$ cat src/rtl/rtc_pkg.sv
// Shared definitions for the RTC bus-cycle engine: state encoding, default
// timing, RTC register map and the bus-request / pin-set records.
package rtc_pkg;

  localparam int SETUP_CYC_DEF  = 2;
  localparam int STROBE_CYC_DEF = 4;
  localparam int HOLD_CYC_DEF   = 2;
  localparam int REC_CYC_DEF    = 3;
  localparam int CNT_W_DEF      = 4;

  localparam logic [3:0] ST_IDLE     = 4'd0;
  localparam logic [3:0] ST_A_SETUP  = 4'd1;
  localparam logic [3:0] ST_A_STROBE = 4'd2;
  localparam logic [3:0] ST_A_HOLD   = 4'd3;
  localparam logic [3:0] ST_D_SETUP  = 4'd4;
  localparam logic [3:0] ST_D_STROBE = 4'd5;
  localparam logic [3:0] ST_D_HOLD   = 4'd6;
  localparam logic [3:0] ST_DONE     = 4'd7;
  localparam logic [3:0] ST_RECOVER  = 4'd8;

  typedef enum logic [3:0] {
    IDLE     = ST_IDLE,
    A_SETUP  = ST_A_SETUP,
    A_STROBE = ST_A_STROBE,
    A_HOLD   = ST_A_HOLD,
    D_SETUP  = ST_D_SETUP,
    D_STROBE = ST_D_STROBE,
    D_HOLD   = ST_D_HOLD,
    DONE     = ST_DONE,
    RECOVER  = ST_RECOVER
  } seq_state_t;

  // RTC register map
  localparam logic [7:0] RTC_REG_CTRL    = 8'h02;
  localparam logic [7:0] RTC_REG_TIME_0  = 8'h21;
  localparam logic [7:0] RTC_REG_TIME_1  = 8'h22;
  localparam logic [7:0] RTC_REG_TIME_2  = 8'h23;
  localparam logic [7:0] RTC_REG_TIME_3  = 8'h24;
  localparam logic [7:0] RTC_REG_TIME_4  = 8'h25;
  localparam logic [7:0] RTC_REG_TIME_5  = 8'h26;
  localparam logic [7:0] RTC_REG_TIMER_0 = 8'h41;
  localparam logic [7:0] RTC_REG_TIMER_1 = 8'h42;
  localparam logic [7:0] RTC_REG_TIMER_2 = 8'h43;
  localparam logic [7:0] RTC_CMD_XFER_1  = 8'hF1;
  localparam logic [7:0] RTC_CMD_XFER_2  = 8'hF2;

  typedef enum logic {
    DIR_READ  = 1'b0,
    DIR_WRITE = 1'b1
  } dir_t;

  typedef struct packed {
    logic [7:0] addr;
    logic [7:0] data;
    dir_t       dir;
  } bus_req_t;

  typedef struct packed {
    logic       cs_n;
    logic       ad_n;
    logic       wr_n;
    logic       rd_n;
    logic       ad_oe;
    logic [7:0] ad_out;
    logic       donew;
    logic       doner;
  } bus_pins_t;

  localparam bus_pins_t PINS_IDLE = '{
    cs_n: 1'b1, ad_n: 1'b1, wr_n: 1'b1, rd_n: 1'b1,
    ad_oe: 1'b0, ad_out: 8'h00, donew: 1'b0, doner: 1'b0
  };

endpackage

$ cat src/rtl/rtc_bus_sequencer_if.sv
// Request and multiplexed-bus signals between the control FSM / pad ring
// (master) and the bus-cycle engine (slave).
interface rtc_bus_sequencer_if;
  logic       win;
  logic       rin;
  logic [7:0] address;
  logic [7:0] datai;
  logic [7:0] ad_in;
  logic [7:0] ad_out;
  logic       ad_oe;
  logic       cs_n;
  logic       ad_n;
  logic       wr_n;
  logic       rd_n;
  logic       donew;
  logic       doner;
  logic [7:0] data_rd;
  logic       busy;

  modport master (
    output win, rin, address, datai, ad_in,
    input  ad_out, ad_oe, cs_n, ad_n, wr_n, rd_n, donew, doner, data_rd, busy
  );

  modport slave (
    input  win, rin, address, datai, ad_in,
    output ad_out, ad_oe, cs_n, ad_n, wr_n, rd_n, donew, doner, data_rd, busy
  );
endinterface

$ cat src/rtl/rtc_phase_timer.sv
// Loadable phase counter: clears on load, otherwise counts up; tc flags the
// last cycle of the current phase.
module rtc_phase_timer #(
  parameter int CNT_W = 4
) (
  input  logic             clock,
  input  logic             reset,
  input  logic             load,
  input  logic [CNT_W-1:0] last,
  output logic             tc
);

  logic [CNT_W-1:0] count;

  // NOTE: sequential state is updated with non-blocking assignments only, so
  // every flop samples the values from before the clock edge.
  always_ff @(posedge clock or negedge reset) begin
    if (!reset) begin
      count <= '0;
    end else if (load) begin
      count <= '0;
    end else begin
      count <= count + 1'b1;
    end
  end

  assign tc = (count == last);

endmodule

$ cat src/rtl/rtc_bus_sequencer.sv
// Bus-cycle engine: turns win/rin level requests into timed address + data
// phases on the RTC's multiplexed bus and returns donew/doner pulses.
module rtc_bus_sequencer
  import rtc_pkg::*;
#(
  parameter int SETUP_CYC  = SETUP_CYC_DEF,
  parameter int STROBE_CYC = STROBE_CYC_DEF,
  parameter int HOLD_CYC   = HOLD_CYC_DEF,
  parameter int REC_CYC    = REC_CYC_DEF,
  parameter int CNT_W      = CNT_W_DEF
) (
  input  logic              clock,
  input  logic              reset,
  rtc_bus_sequencer_if.slave bus
);

  localparam int MAX_AB  = (SETUP_CYC > STROBE_CYC) ? SETUP_CYC : STROBE_CYC;
  localparam int MAX_CD  = (HOLD_CYC > REC_CYC) ? HOLD_CYC : REC_CYC;
  localparam int MAX_CYC = (MAX_AB > MAX_CD) ? MAX_AB : MAX_CD;

  if (SETUP_CYC < 1 || STROBE_CYC < 1 || HOLD_CYC < 1 || REC_CYC < 2) begin : g_bad_timing
    $error("rtc_bus_sequencer: phase lengths must be >= 1 and REC_CYC >= 2");
  end
  if (CNT_W < 1 || MAX_CYC > (1 << CNT_W)) begin : g_bad_cnt_w
    $error("rtc_bus_sequencer: CNT_W too narrow for the longest phase");
  end

  seq_state_t       state, state_next;
  bus_req_t         req_q, req_n;
  bus_pins_t        pins_q, pins_n;
  logic             accept;
  logic             load;
  logic             tc;
  logic [CNT_W-1:0] last;
  logic [7:0]       data_rd_q;
  logic             busy_q;

  rtc_phase_timer #(.CNT_W(CNT_W)) u_timer (
    .clock (clock),
    .reset (reset),
    .load  (load),
    .last  (last),
    .tc    (tc)
  );

  // NOTE: every signal driven here gets a default first so no path through
  // the case leaves it unassigned and infers a latch.
  always_comb begin
    state_next = state;
    accept     = 1'b0;
    unique case (state)
      IDLE: begin
        if (bus.win || bus.rin) begin
          state_next = A_SETUP;
          accept     = 1'b1;
        end
      end
      A_SETUP:  if (tc) state_next = A_STROBE;
      A_STROBE: if (tc) state_next = A_HOLD;
      A_HOLD:   if (tc) state_next = D_SETUP;
      D_SETUP:  if (tc) state_next = D_STROBE;
      D_STROBE: if (tc) state_next = D_HOLD;
      D_HOLD:   if (tc) state_next = DONE;
      DONE:     state_next = RECOVER;
      RECOVER:  if (tc) state_next = IDLE;
      default:  state_next = IDLE;
    endcase
  end

  assign load = (state_next != state) || (state == IDLE);

  always_comb begin
    last = '0;
    unique case (state)
      A_SETUP,  D_SETUP:  last = CNT_W'(SETUP_CYC - 1);
      A_STROBE, D_STROBE: last = CNT_W'(STROBE_CYC - 1);
      A_HOLD,   D_HOLD:   last = CNT_W'(HOLD_CYC - 1);
      RECOVER:            last = CNT_W'(REC_CYC - 1);
      default:            last = '0;
    endcase
  end

  // win wins a tie; once latched, the request is frozen for the whole cycle
  always_comb begin
    req_n = req_q;
    if (accept) begin
      req_n.addr = bus.address;
      req_n.data = bus.datai;
      req_n.dir  = bus.win ? DIR_WRITE : DIR_READ;
    end
  end

  // Pins are decoded from the next state and registered, so they change on
  // the same edge as the state and no input reaches an output combinationally.
  always_comb begin
    pins_n = PINS_IDLE;
    unique case (state_next)
      A_SETUP, A_STROBE, A_HOLD: begin
        pins_n.cs_n   = 1'b0;
        pins_n.ad_n   = 1'b0;
        pins_n.ad_oe  = 1'b1;
        pins_n.ad_out = req_n.addr;
        pins_n.wr_n   = (state_next != A_STROBE);
      end
      D_SETUP, D_STROBE, D_HOLD: begin
        pins_n.cs_n = 1'b0;
        pins_n.ad_n = 1'b1;
        if (req_n.dir == DIR_WRITE) begin
          pins_n.ad_oe  = 1'b1;
          pins_n.ad_out = req_n.data;
          pins_n.wr_n   = (state_next != D_STROBE);
        end else begin
          pins_n.rd_n   = (state_next != D_STROBE);
        end
      end
      DONE: begin
        pins_n.donew = (req_n.dir == DIR_WRITE);
        pins_n.doner = (req_n.dir == DIR_READ);
      end
      default: pins_n = PINS_IDLE;
    endcase
  end

  always_ff @(posedge clock or negedge reset) begin
    if (!reset) begin
      state     <= IDLE;
      req_q     <= '0;
      pins_q    <= PINS_IDLE;
      data_rd_q <= '0;
      busy_q    <= 1'b0;
    end else begin
      state  <= state_next;
      req_q  <= req_n;
      pins_q <= pins_n;
      busy_q <= (state_next != IDLE);
      // sample the pad on the final strobe cycle, while rd_n is still low
      if (state == D_STROBE && tc && req_q.dir == DIR_READ) begin
        data_rd_q <= bus.ad_in;
      end
    end
  end

  assign bus.cs_n    = pins_q.cs_n;
  assign bus.ad_n    = pins_q.ad_n;
  assign bus.wr_n    = pins_q.wr_n;
  assign bus.rd_n    = pins_q.rd_n;
  assign bus.ad_oe   = pins_q.ad_oe;
  assign bus.ad_out  = pins_q.ad_out;
  assign bus.donew   = pins_q.donew;
  assign bus.doner   = pins_q.doner;
  assign bus.data_rd = data_rd_q;
  assign bus.busy    = busy_q;

endmodule

$ cat src/flat_wrapper.sv
// flat-port wrapper written by rule: the top's interface ports become plain ports
module rtc_bus_sequencer_flat import rtc_pkg::*;
#(
  parameter int SETUP_CYC  = SETUP_CYC_DEF,
  parameter int STROBE_CYC = STROBE_CYC_DEF,
  parameter int HOLD_CYC   = HOLD_CYC_DEF,
  parameter int REC_CYC    = REC_CYC_DEF,
  parameter int CNT_W      = CNT_W_DEF
)
  (clock, reset, bus_win, bus_rin, bus_address, bus_datai, bus_ad_in, bus_ad_out, bus_ad_oe, bus_cs_n, bus_ad_n, bus_wr_n, bus_rd_n, bus_donew, bus_doner, bus_data_rd, bus_busy);
  rtc_bus_sequencer_if bus_i ();
  input  logic clock;
  input  logic reset;
  input wire logic [$bits(bus_i.win)-1:0] bus_win;
  input wire logic [$bits(bus_i.rin)-1:0] bus_rin;
  input wire logic [$bits(bus_i.address)-1:0] bus_address;
  input wire logic [$bits(bus_i.datai)-1:0] bus_datai;
  input wire logic [$bits(bus_i.ad_in)-1:0] bus_ad_in;
  output wire logic [$bits(bus_i.ad_out)-1:0] bus_ad_out;
  output wire logic [$bits(bus_i.ad_oe)-1:0] bus_ad_oe;
  output wire logic [$bits(bus_i.cs_n)-1:0] bus_cs_n;
  output wire logic [$bits(bus_i.ad_n)-1:0] bus_ad_n;
  output wire logic [$bits(bus_i.wr_n)-1:0] bus_wr_n;
  output wire logic [$bits(bus_i.rd_n)-1:0] bus_rd_n;
  output wire logic [$bits(bus_i.donew)-1:0] bus_donew;
  output wire logic [$bits(bus_i.doner)-1:0] bus_doner;
  output wire logic [$bits(bus_i.data_rd)-1:0] bus_data_rd;
  output wire logic [$bits(bus_i.busy)-1:0] bus_busy;
  assign bus_i.win = bus_win;
  assign bus_i.rin = bus_rin;
  assign bus_i.address = bus_address;
  assign bus_i.datai = bus_datai;
  assign bus_i.ad_in = bus_ad_in;
  assign bus_ad_out = bus_i.ad_out;
  assign bus_ad_oe = bus_i.ad_oe;
  assign bus_cs_n = bus_i.cs_n;
  assign bus_ad_n = bus_i.ad_n;
  assign bus_wr_n = bus_i.wr_n;
  assign bus_rd_n = bus_i.rd_n;
  assign bus_donew = bus_i.donew;
  assign bus_doner = bus_i.doner;
  assign bus_data_rd = bus_i.data_rd;
  assign bus_busy = bus_i.busy;
  rtc_bus_sequencer #(.SETUP_CYC(SETUP_CYC), .STROBE_CYC(STROBE_CYC), .HOLD_CYC(HOLD_CYC), .REC_CYC(REC_CYC), .CNT_W(CNT_W)) u_core (.clock(clock), .reset(reset), .bus(bus_i));
endmodule
$ cat config.mk
export PLATFORM = sky130hd
export DESIGN_NAME = rtc_bus_sequencer_flat
export DESIGN_NICKNAME = d
export VERILOG_FILES = /design/src/rtl/rtc_pkg.sv /design/src/rtl/rtc_bus_sequencer_if.sv /design/src/rtl/rtc_phase_timer.sv /design/src/rtl/rtc_bus_sequencer.sv /design/src/flat_wrapper.sv
export SDC_FILE = /design/constraint.sdc
export NUM_CORES = 1
export LEC_CHECK = 0
export BUFFER_PORTS_ARGS = -buffer_cell sky130_fd_sc_hd__buf_2
export CAP_MARGIN = 10
export CORE_AREA = 4 4 70 72
export CTS_CLUSTER_DIAMETER = 80
export DETAILED_ROUTE_END_ITERATION = 12
export DIE_AREA = 0 0 74 76
export GPL_ROUTABILITY_DRIVEN = 0
export PLACE_DENSITY = 0.84
export SYNTH_ARGS = -nofsm -noshare
export SYNTH_HDL_FRONTEND = slang
export SYNTH_SLANG_ARGS = --single-unit
$ cat constraint.sdc
create_clock -name clock -period 3.4 [get_ports clock]
set_input_delay 0 -clock clock [delete_from_list [all_inputs] [get_ports clock]]
set_output_delay 0 -clock clock [all_outputs]
set_load 0.02 [all_outputs]
==> results of run 1 <==
## metal layers
metal / GRT usage, % / vias to the layer above
met5: 0 / -
met4: 8.33 / 0
met3: 4.62 / 13
met2: 33.9 / 67
met1: 23.5 / 831
li1: - / 817
## worst reg2reg max path: stages (launching register included)
cell     delay [ns]
dfrtp_1        0.53
or4_4          0.54
o21ai_0        0.17
a31oi_1        0.12
or2_4          0.37
or4_4          0.64
mux2_4         0.34
## state kept, by name (all words and copies together), names as in the netlist
name                  flops
u_core.bus.busy           1
u_core.bus.donew          1
u_core.u_timer.count      4
u_core.bus.wr_n           1
u_core.bus.data_rd        8
u_core.bus.doner          1
u_core.bus.ad_out         8
u_core.bus.ad_oe          1
u_core.req_q             17
u_core.bus.cs_n           1
u_core.bus.ad_n           1
u_core.bus.rd_n           1
u_core.state              4
## worst max-delay path by stage
| stage | startpoint | end | depth (start not counted) |
|---|---|---|---|
| final | u_core.state[1] | u_core.bus.data_rd[0] | 6 |
| after global routing | u_core.state[1] | u_core.bus.data_rd[4] | 6 |
| after CTS | u_core.state[1] | u_core.bus.data_rd[4] | 6 |
| after detailed placement | u_core.state[1] | u_core.bus.data_rd[4] | 6 |
| after global placement | u_core.state[1] | u_core.bus.data_rd[7] | 6 |
| after floorplan | u_core.state[0] | u_core.bus.data_rd[0] | 8 |
## cell families after synthesis
group                      Yosys count
AOI/OAI and AO/OA                   37
xor gates and xnor gates             3
adders and majority gates            1
buffers and inverters               24
DFF                                 49
muxes                               29
and+or+nand+nor                     47
## stage by stage
stage,setup WS [ns],utilization (%),total power [W]
6_report,0.585,66.4,0.00278
5_1_grt,0.448,66.4,0.00297
4_1_cts,0.598,66.4,0.00275
3_5_place_dp,0.618,58.1,0.00232
3_3_place_gp,0.688,58.1,0.00227
2_1_floorplan,0.812,-,0.00198
## where the power goes
group | switching [W] | internal (W)
Sequential | 0.000145 | 0.000865
Combinational | 0.000790 | 0.000564
Clock | 0.000195 | 0.000218
## cell type report
type	instances	share of cell area (%)
Clock inverter	2	1.36
Multi-Input combinational cell	117	30.4
Tap cell	52	2.28
Inverter	14	1.84
Sequential cell	49	43.2
Timing Repair Buffer	79	18.5
Clock buffer	5	2.41
## cells in the final DEF, fill, tap and decap left out, drive strengths merged, types with 4 or more instances in the layout
| master | instances |
|---|---|
| o21ai | 14 |
| nand2b | 4 |
| dfrtp | 45 |
| mux2i | 11 |
| dlygate4sd3 | 25 |
| clkbuf | 5 |
| a21oi | 4 |
| dfstp | 4 |
| inv | 14 |
| buf | 54 |
| nand2 | 8 |
| nor2 | 17 |
| mux2 | 18 |
| o211ai | 8 |
==> metrics.json, run 1 <==
{
  "critical_path": {
    "path_cells": "or4_4 -> o21ai_0 -> a31oi_1 -> or2_4 -> or4_4 -> mux2_4",
    "worst_path_max_delay_cell": "or4_4",
    "worstPathBufferInverterCount": 0,
    "cp_common_cell": "or4_4",
    "reg2reg_depth": 6,
    "r2r_start": "u_core.state[1]",
    "slowest_delay_ns": 0.64,
    "worst_setup_path_start_kind": "flop",
    "timing.critical_path.max_delay_family": "simple AND/OR/NAND/NOR gates",
    "path_class": "flop to flop",
    "reg2reg_slack_ns": 0.58,
    "cp_data_arrival_time_ns": 3.01,
    "timing.rr.end": "u_core.bus.data_rd[0]",
    "critical_path_peak_fanout": 14,
    "end_kind": "flop",
    "worst-endpoint-required_ns": 3.59
  },
  "route": {
    "dr.pass1.iters": 4,
    "vias": 1728,
    "highest-signal-layer": "met4",
    "route.met3.wl_um": 344,
    "avgRoutedWirePerCell_um": 15.8,
    "drt_iter0_drc": 79,
    "drc_violation_count_after_routing": 0,
    "postRouteAntennaNets": 0,
    "routed-wl-met2_um": 2570,
    "post_drt_via_cell_ratio": 5.43,
    "detail_route.wirelength.met1_um": 1970,
    "detail_route.wirelength_um": 5030
  },
  "floorplanning": {
    "die_w_um": 74,
    "initial_utilization_pct": 51.4,
    "floorplan.die.height_um": 76,
    "floorplan.die_area_um2": 5620,
    "floorplan.core_area_um2": 4290,
    "io_pins": 52,
    "rows": 24
  },
  "cts": {
    "cts.clk_slew.worst_paths_ns": 0.09,
    "numCtsBuffers": 5,
    "cts_tree": "yes",
    "cts.hold.buffers_added": 25,
    "ctsResizeCount": 0,
    "ctsRootBufferMaster": "clkbuf_8",
    "worstSkewPairLatency_ns": 0.31,
    "clock_path_buffers": 2,
    "postCtsSetupBuffers": 0,
    "cts.sinks": 49,
    "htree_num_levels": 2
  },
  "yosys": {
    "synthDistinctLibCells": 40,
    "postSynthNetCount": 219,
    "yosys-top-cells-count": "45 x dfrtp_1, 17 x nor2_1, 14 x o21ai_0",
    "synth_seq_area_share_pct": 55.8,
    "synthesis.area_per_instance_um2": 11.6,
    "synth_top_family_by_area": "multiplexers",
    "synth_async_sr_flop_share_pct": 100,
    "yosys.area_share.simple_pct": 11.3,
    "ys_seq_elements": 49,
    "synth.yosys.warnings": 0,
    "yosysTopAreaCellShare_pct": 51.0,
    "synth.cell_area_um2": 2210,
    "synthXorXnorAreaFrac_pct": 1.19,
    "synth-edff-count": 0,
    "syn-instance-count": 190,
    "muxShareOfSynthArea_pct": 15.5,
    "synthMostInstantiatedCell": "dfrtp_1",
    "synth_compound_area_share_pct": 10.7,
    "post-synth-top-area-cell": "dfrtp_1",
    "yosys-top-cells-area": "dfrtp_1 51%, mux2_4 5.4%, mux2_2 5.1%, mux2i_1 5.0%, dfstp_2 4.8%",
    "dominantRegCellSynth": "dfrtp_1",
    "synth_fa_ha_area_share_pct": 0.567
  },
  "hold_path": {
    "worst_hold_path_type": "input port to flop",
    "hp-start": "bus_win",
    "hold_end": "u_core.req_q[0]",
    "whs_path_depth": 3
  },
  "power_and_ir_drop": {
    "static_leak_nw": 1.33,
    "ir_drop_uv": 386,
    "powerDensity_nw_per_um2": 974
  },
  "sta": {
    "timing.slew.headroom_pct": 31.4,
    "worst_max_slew_pin_slew_ns": 1.03,
    "final_min_period_over_clock_period_pct": 82.8,
    "layout_min_cycle_time_ns": 2.82,
    "final_hold_viol_count": 0,
    "grt_setup_unrepaired": "false",
    "count_of_final_setup_violators": 0,
    "skew_ns": 0.00931,
    "maxSlewViolCount": 0,
    "achievable-frequency_mhz": 355,
    "finalSetupTns_ns": 0,
    "hold_slack_ns": 0.0422
  },
  "global_routing": {
    "grt_antenna_before_repair": 0,
    "total_track_usage_pct": 19.9,
    "grt-ovfl-total": 0,
    "vias_in_the_first_global_route": 1826,
    "wire_length_of_the_first_global_routing_pass_um": 8640,
    "grt_start_max_net_pins": 50
  },
  "status": {
    "run_status": "finished clean"
  },
  "place": {
    "placedCellCount": 286,
    "detailed_place.area_um2": 2490,
    "post-dp-hpwl_um": 3060,
    "port_buffers": 51
  },
  "final_layout": {
    "final.fill_count": 305,
    "drive_gt1_share_pct": 33.1,
    "flow.area_growth_from_synthesis_pct": 29.3,
    "antenna_cells_inserted": 0,
    "layout.cell_area.non_filler_um2": 2850,
    "final-instance-count-excl-fill": 318,
    "multiInputGateArea_um2": 868,
    "sequential_cell_area_um2": 1230,
    "final_nets": 295
  },
  "run": {
    "timing.max_cap.violations": 0
  }
}
Power figures use the tool's default switching activity.
==> run 2, diff against run 1 <==
Clock period 3.4 ns to 2.7 ns, I/O delays scaled along.
==> metrics.json, run 2 (synthesis results as in run 1) <==
{
  "route": {
    "drt_iter0_drc": {"value": 163, "change": "+110%"},
    "avgRoutedWirePerCell": {"value": 15.7, "unit": "um", "change": "-0.59%"},
    "detail_route.wirelength": {"value": 5150, "unit": "um", "change": "+2.2%"},
    "post_drt_via_cell_ratio": {"value": 5.44, "change": "+0.12%"},
    "dr.pass1.iters": {"value": 4, "change": "unchanged"},
    "vias": {"value": 1779, "change": "+3.0%"},
    "drc_violation_count_after_routing": {"value": 0, "change": "unchanged"},
    "postRouteAntennaNets": {"value": 0, "change": "unchanged"}
  },
  "power_and_ir_drop": {
    "cell_internal_power": {"value": 0.00216, "unit": "W", "change": "+31%"},
    "power_frac_clock": {"value": 15.0, "unit": "%", "change": "about the same"},
    "ir_drop": {"value": 548, "unit": "uV", "change": "+42%"},
    "static_leak": {"value": 1.38, "unit": "nW", "change": "+3.3%"},
    "power.net_switching": {"value": 0.00148, "unit": "W", "change": "+31%"},
    "seq_power_share": {"value": 33.4, "unit": "%", "change": "-3.0 points"},
    "powerDensity": {"value": 1250, "unit": "nW/um^2", "change": "+28%"},
    "combinational_fraction_of_design_power": {"value": 51.6, "unit": "%", "change": "+2.8 points"},
    "sw_ratio": {"value": 40.6, "unit": "%", "change": "-0.074 points"}
  },
  "global_routing": {
    "wire_length_of_the_first_global_routing_pass": {"value": 8510, "unit": "um", "change": "-1.5%"},
    "grt.met1_usage": {"value": 24.4, "unit": "%", "change": "+0.89 points"},
    "grt_start_max_net_pins": {"value": 50, "change": "unchanged"},
    "grt-ovfl-total": {"value": 0, "change": "unchanged"},
    "gr-usage-met3": {"value": 4.35, "unit": "%", "change": "-0.26 points"},
    "vias_in_the_first_global_route": {"value": 1789, "change": "-2.0%"},
    "total_track_usage": {"value": 19.6, "unit": "%", "change": "-0.33 points"},
    "grt_antenna_before_repair": {"value": 0, "change": "unchanged"},
    "global_route.usage.met2": {"value": 32.7, "unit": "%", "change": "-1.2 points"},
    "top_usage_layer": "met2"
  },
  "cts": {
    "htree_num_levels": {"value": 2, "change": "unchanged"},
    "cts_tree": "yes",
    "ctsRootBufferMaster": "clkbuf_8",
    "worstSkewPairLatency": {"value": 0.31, "unit": "ns", "change": "about the same"},
    "clock_path_buffers": {"value": 2, "change": "unchanged"},
    "cts.sinks": {"value": 49, "change": "unchanged"},
    "numCtsBuffers": {"value": 5, "change": "unchanged"},
    "cts.clk_slew.worst_paths": {"value": 0.09, "unit": "ns", "change": "about the same"},
    "ctsResizeCount": {"value": 0, "change": "unchanged"}
  },
  "critical_path": {
    "worst-endpoint-required": {"value": 2.90, "unit": "ns", "change": "-0.69 ns"},
    "worst_setup_path_start_kind": "flop",
    "reg2reg_slack": {"value": 0.13, "unit": "ns", "change": "-0.45 ns"},
    "end_kind": "flop",
    "cp_data_arrival_time": {"value": 2.76, "unit": "ns", "change": "-0.25 ns"},
    "path_class": "flop to flop",
    "r2r_start": "u_core.u_timer.count[0]",
    "reg2reg_depth": {"value": 6, "change": "unchanged"},
    "slowest_delay": {"value": 0.62, "unit": "ns", "change": "-0.02 ns"},
    "cp_common_cell": "or4_4",
    "path_cells": "or4_4 -> o22ai_1 -> o31ai_1 -> or2_4 -> or4_4 -> mux2_4",
    "critical_path_peak_fanout": {"value": 8, "change": "-6"},
    "worst_path_max_delay_cell": "or4_4",
    "timing.rr.end": "u_core.bus.data_rd[6]"
  },
  "hold_path": {
    "whs_path_depth": {"value": 3, "change": "unchanged"},
    "worst_hold_path_type": "input port to flop",
    "hp-start": "bus_win",
    "hold_end": "u_core.req_q[0]"
  },
  "final_layout": {
    "antenna_cells_inserted": {"value": 0, "change": "unchanged"},
    "drive_gt1_share": {"value": 35.3, "unit": "%", "change": "+2.2 points"},
    "max_flop_register": "u_core.req_q",
    "layout.cell_area.non_filler": {"value": 2920, "unit": "um^2", "change": "+2.5%"},
    "final-instance-count-excl-fill": {"value": 327, "change": "+2.8%"},
    "number_of_flip_flops_in_the_largest_register": {"value": 17, "change": "unchanged"},
    "final_nets": {"value": 303, "change": "+2.7%"},
    "flow.area_growth_from_synthesis_pct": 32.5,
    "final_common_cell": "buf_2",
    "final.fill_count": {"value": 298, "change": "-2.3%"},
    "sequential_cell_area": {"value": 1230, "unit": "um^2", "change": "unchanged"},
    "final_cell_mix": "51 x buf_2, 45 x dfrtp_1, 25 x dlygate4sd3_1",
    "multiInputGateArea": {"value": 868, "unit": "um^2", "change": "unchanged"}
  },
  "floorplanning": {
    "die_w": {"value": 74, "unit": "um", "change": "unchanged"},
    "floorplan.core_area": {"value": 4290, "unit": "um^2", "change": "unchanged"},
    "rows": {"value": 24, "change": "unchanged"},
    "floorplan.die.height": {"value": 76, "unit": "um", "change": "unchanged"},
    "initial_utilization": {"value": 51.4, "unit": "%", "change": "unchanged"},
    "floorplan.die_area": {"value": 5620, "unit": "um^2", "change": "unchanged"},
    "io_pins": {"value": 52, "change": "unchanged"}
  },
  "sta": {
    "grt_setup_unrepaired": "false",
    "layout_min_cycle_time": {"value": 2.57, "unit": "ns", "change": "-0.247 ns"},
    "count_of_final_setup_violators": {"value": 0, "change": "unchanged"},
    "timing.final.ws_setup": {"value": 0.132, "unit": "ns", "change": "-0.453 ns"},
    "worst_max_slew_pin_slew": {"value": 1.03, "unit": "ns", "change": "-0.00417 ns"},
    "final_min_period_over_clock_period": {"value": 95.1, "unit": "%", "change": "+12 points"},
    "maxSlewViolCount": {"value": 0, "change": "unchanged"},
    "finalSetupTns": {"value": 0, "unit": "ns", "change": "unchanged"},
    "achievable-frequency": {"value": 389, "unit": "MHz", "change": "+9.6%"},
    "timing.slew.headroom": {"value": 31.6, "unit": "%", "change": "+0.28 points"},
    "final_hold_viol_count": {"value": 0, "change": "unchanged"},
    "skew": {"value": 0.0114, "unit": "ns", "change": "+0.00210 ns"}
  },
  "place": {
    "port_buffers": {"value": 51, "change": "unchanged"},
    "pre_cts_ws": {"value": 0.160, "unit": "ns", "change": "-0.458 ns"},
    "detailed_place.area": {"value": 2550, "unit": "um^2", "change": "+2.4%"},
    "post-dp-hpwl": {"value": 3160, "unit": "um", "change": "+3.4%"},
    "placedCellCount": {"value": 294, "change": "+2.8%"}
  },
  "status": {
    "run_status": "finished clean"
  },
  "run": {
    "timing.max_cap.violations": {"value": 0, "change": "unchanged"}
  }
}
[run 2: power groups by stage]
stage | Sequential, W | Combinational [W] | Clock, W
6_report | 0.00122 | 0.00188 | 0.000546
5_1_grt | 0.00125 | 0.00206 | 0.000577
4_1_cts | 0.00121 | 0.00185 | 0.000551
3_5_place_dp | 0.00122 | 0.00180 | 0
3_3_place_gp | 0.00121 | 0.00176 | 0
2_1_floorplan | 0.00142 | 0.00107 | 0
[run 2: metal layers]
| metal | vias up | part of all wire, % | wire length (um) |
|---|---|---|---|
| li1 | 833 | - | - |
| met1 | 864 | 39 | 2020 |
| met2 | 73 | 52 | 2680 |
| met3 | 9 | 6.8 | 352 |
| met4 | 0 | 1.9 | 97 |
| met5 | - | 0 | 0 |
[run 2: worst max-delay path, delay by kind of cell, from the launching register on]
family / cells / cell delay, ns
flip-flops: 1 / 0.39
AND/OR/NAND/NOR: 3 / 1.41
AO/OA/AOI/OAI: 2 / 0.31
multiplexers: 1 / 0.34
[run 2: worst max path at each step]
stage / start / to / slack, ns / cells after the start
final: u_core.u_timer.count[0] / u_core.bus.data_rd[6] / 0.13 / 6
after global routing: u_core.u_timer.count[0] / u_core.bus.data_rd[6] / 0.06 / 6
after CTS: u_core.u_timer.count[0] / u_core.bus.data_rd[6] / 0.14 / 6
after detailed placement: u_core.u_timer.count[0] / u_core.bus.data_rd[6] / 0.16 / 6
after global placement: u_core.u_timer.count[0] / u_core.bus.data_rd[3] / 0.21 / 6
after floorplan: u_core.state[0] / u_core.bus.data_rd[0] / 0.11 / 8
[run 2: final cells by class]
class                      instances  share of cell area (%)
sequential                        49                    42.1
multi-input combinational        117                    29.7
clock buffer                       5                    2.35
inverter                          14                    1.80
timing repair buffer              87                    20.1
clock inverter                     3                    1.71
tap                               52                    2.23
[run 2: timing repair]
action	CTS	global route
buffers inserted	0	0
hold buffers	25	0
endpoints found under the hold margin	71	0
[run 2: through the flow]
stage                     hold WS [ns]  total power [W]  utilization, %
after global placement           0.229          0.00297            59.5
final                           0.0285          0.00364            68.1
after global routing            0.0311          0.00389            68.1
after floorplan                 -0.296          0.00249               -
after detailed placement         0.234          0.00302            59.5
after CTS                       0.0249          0.00362            68.1
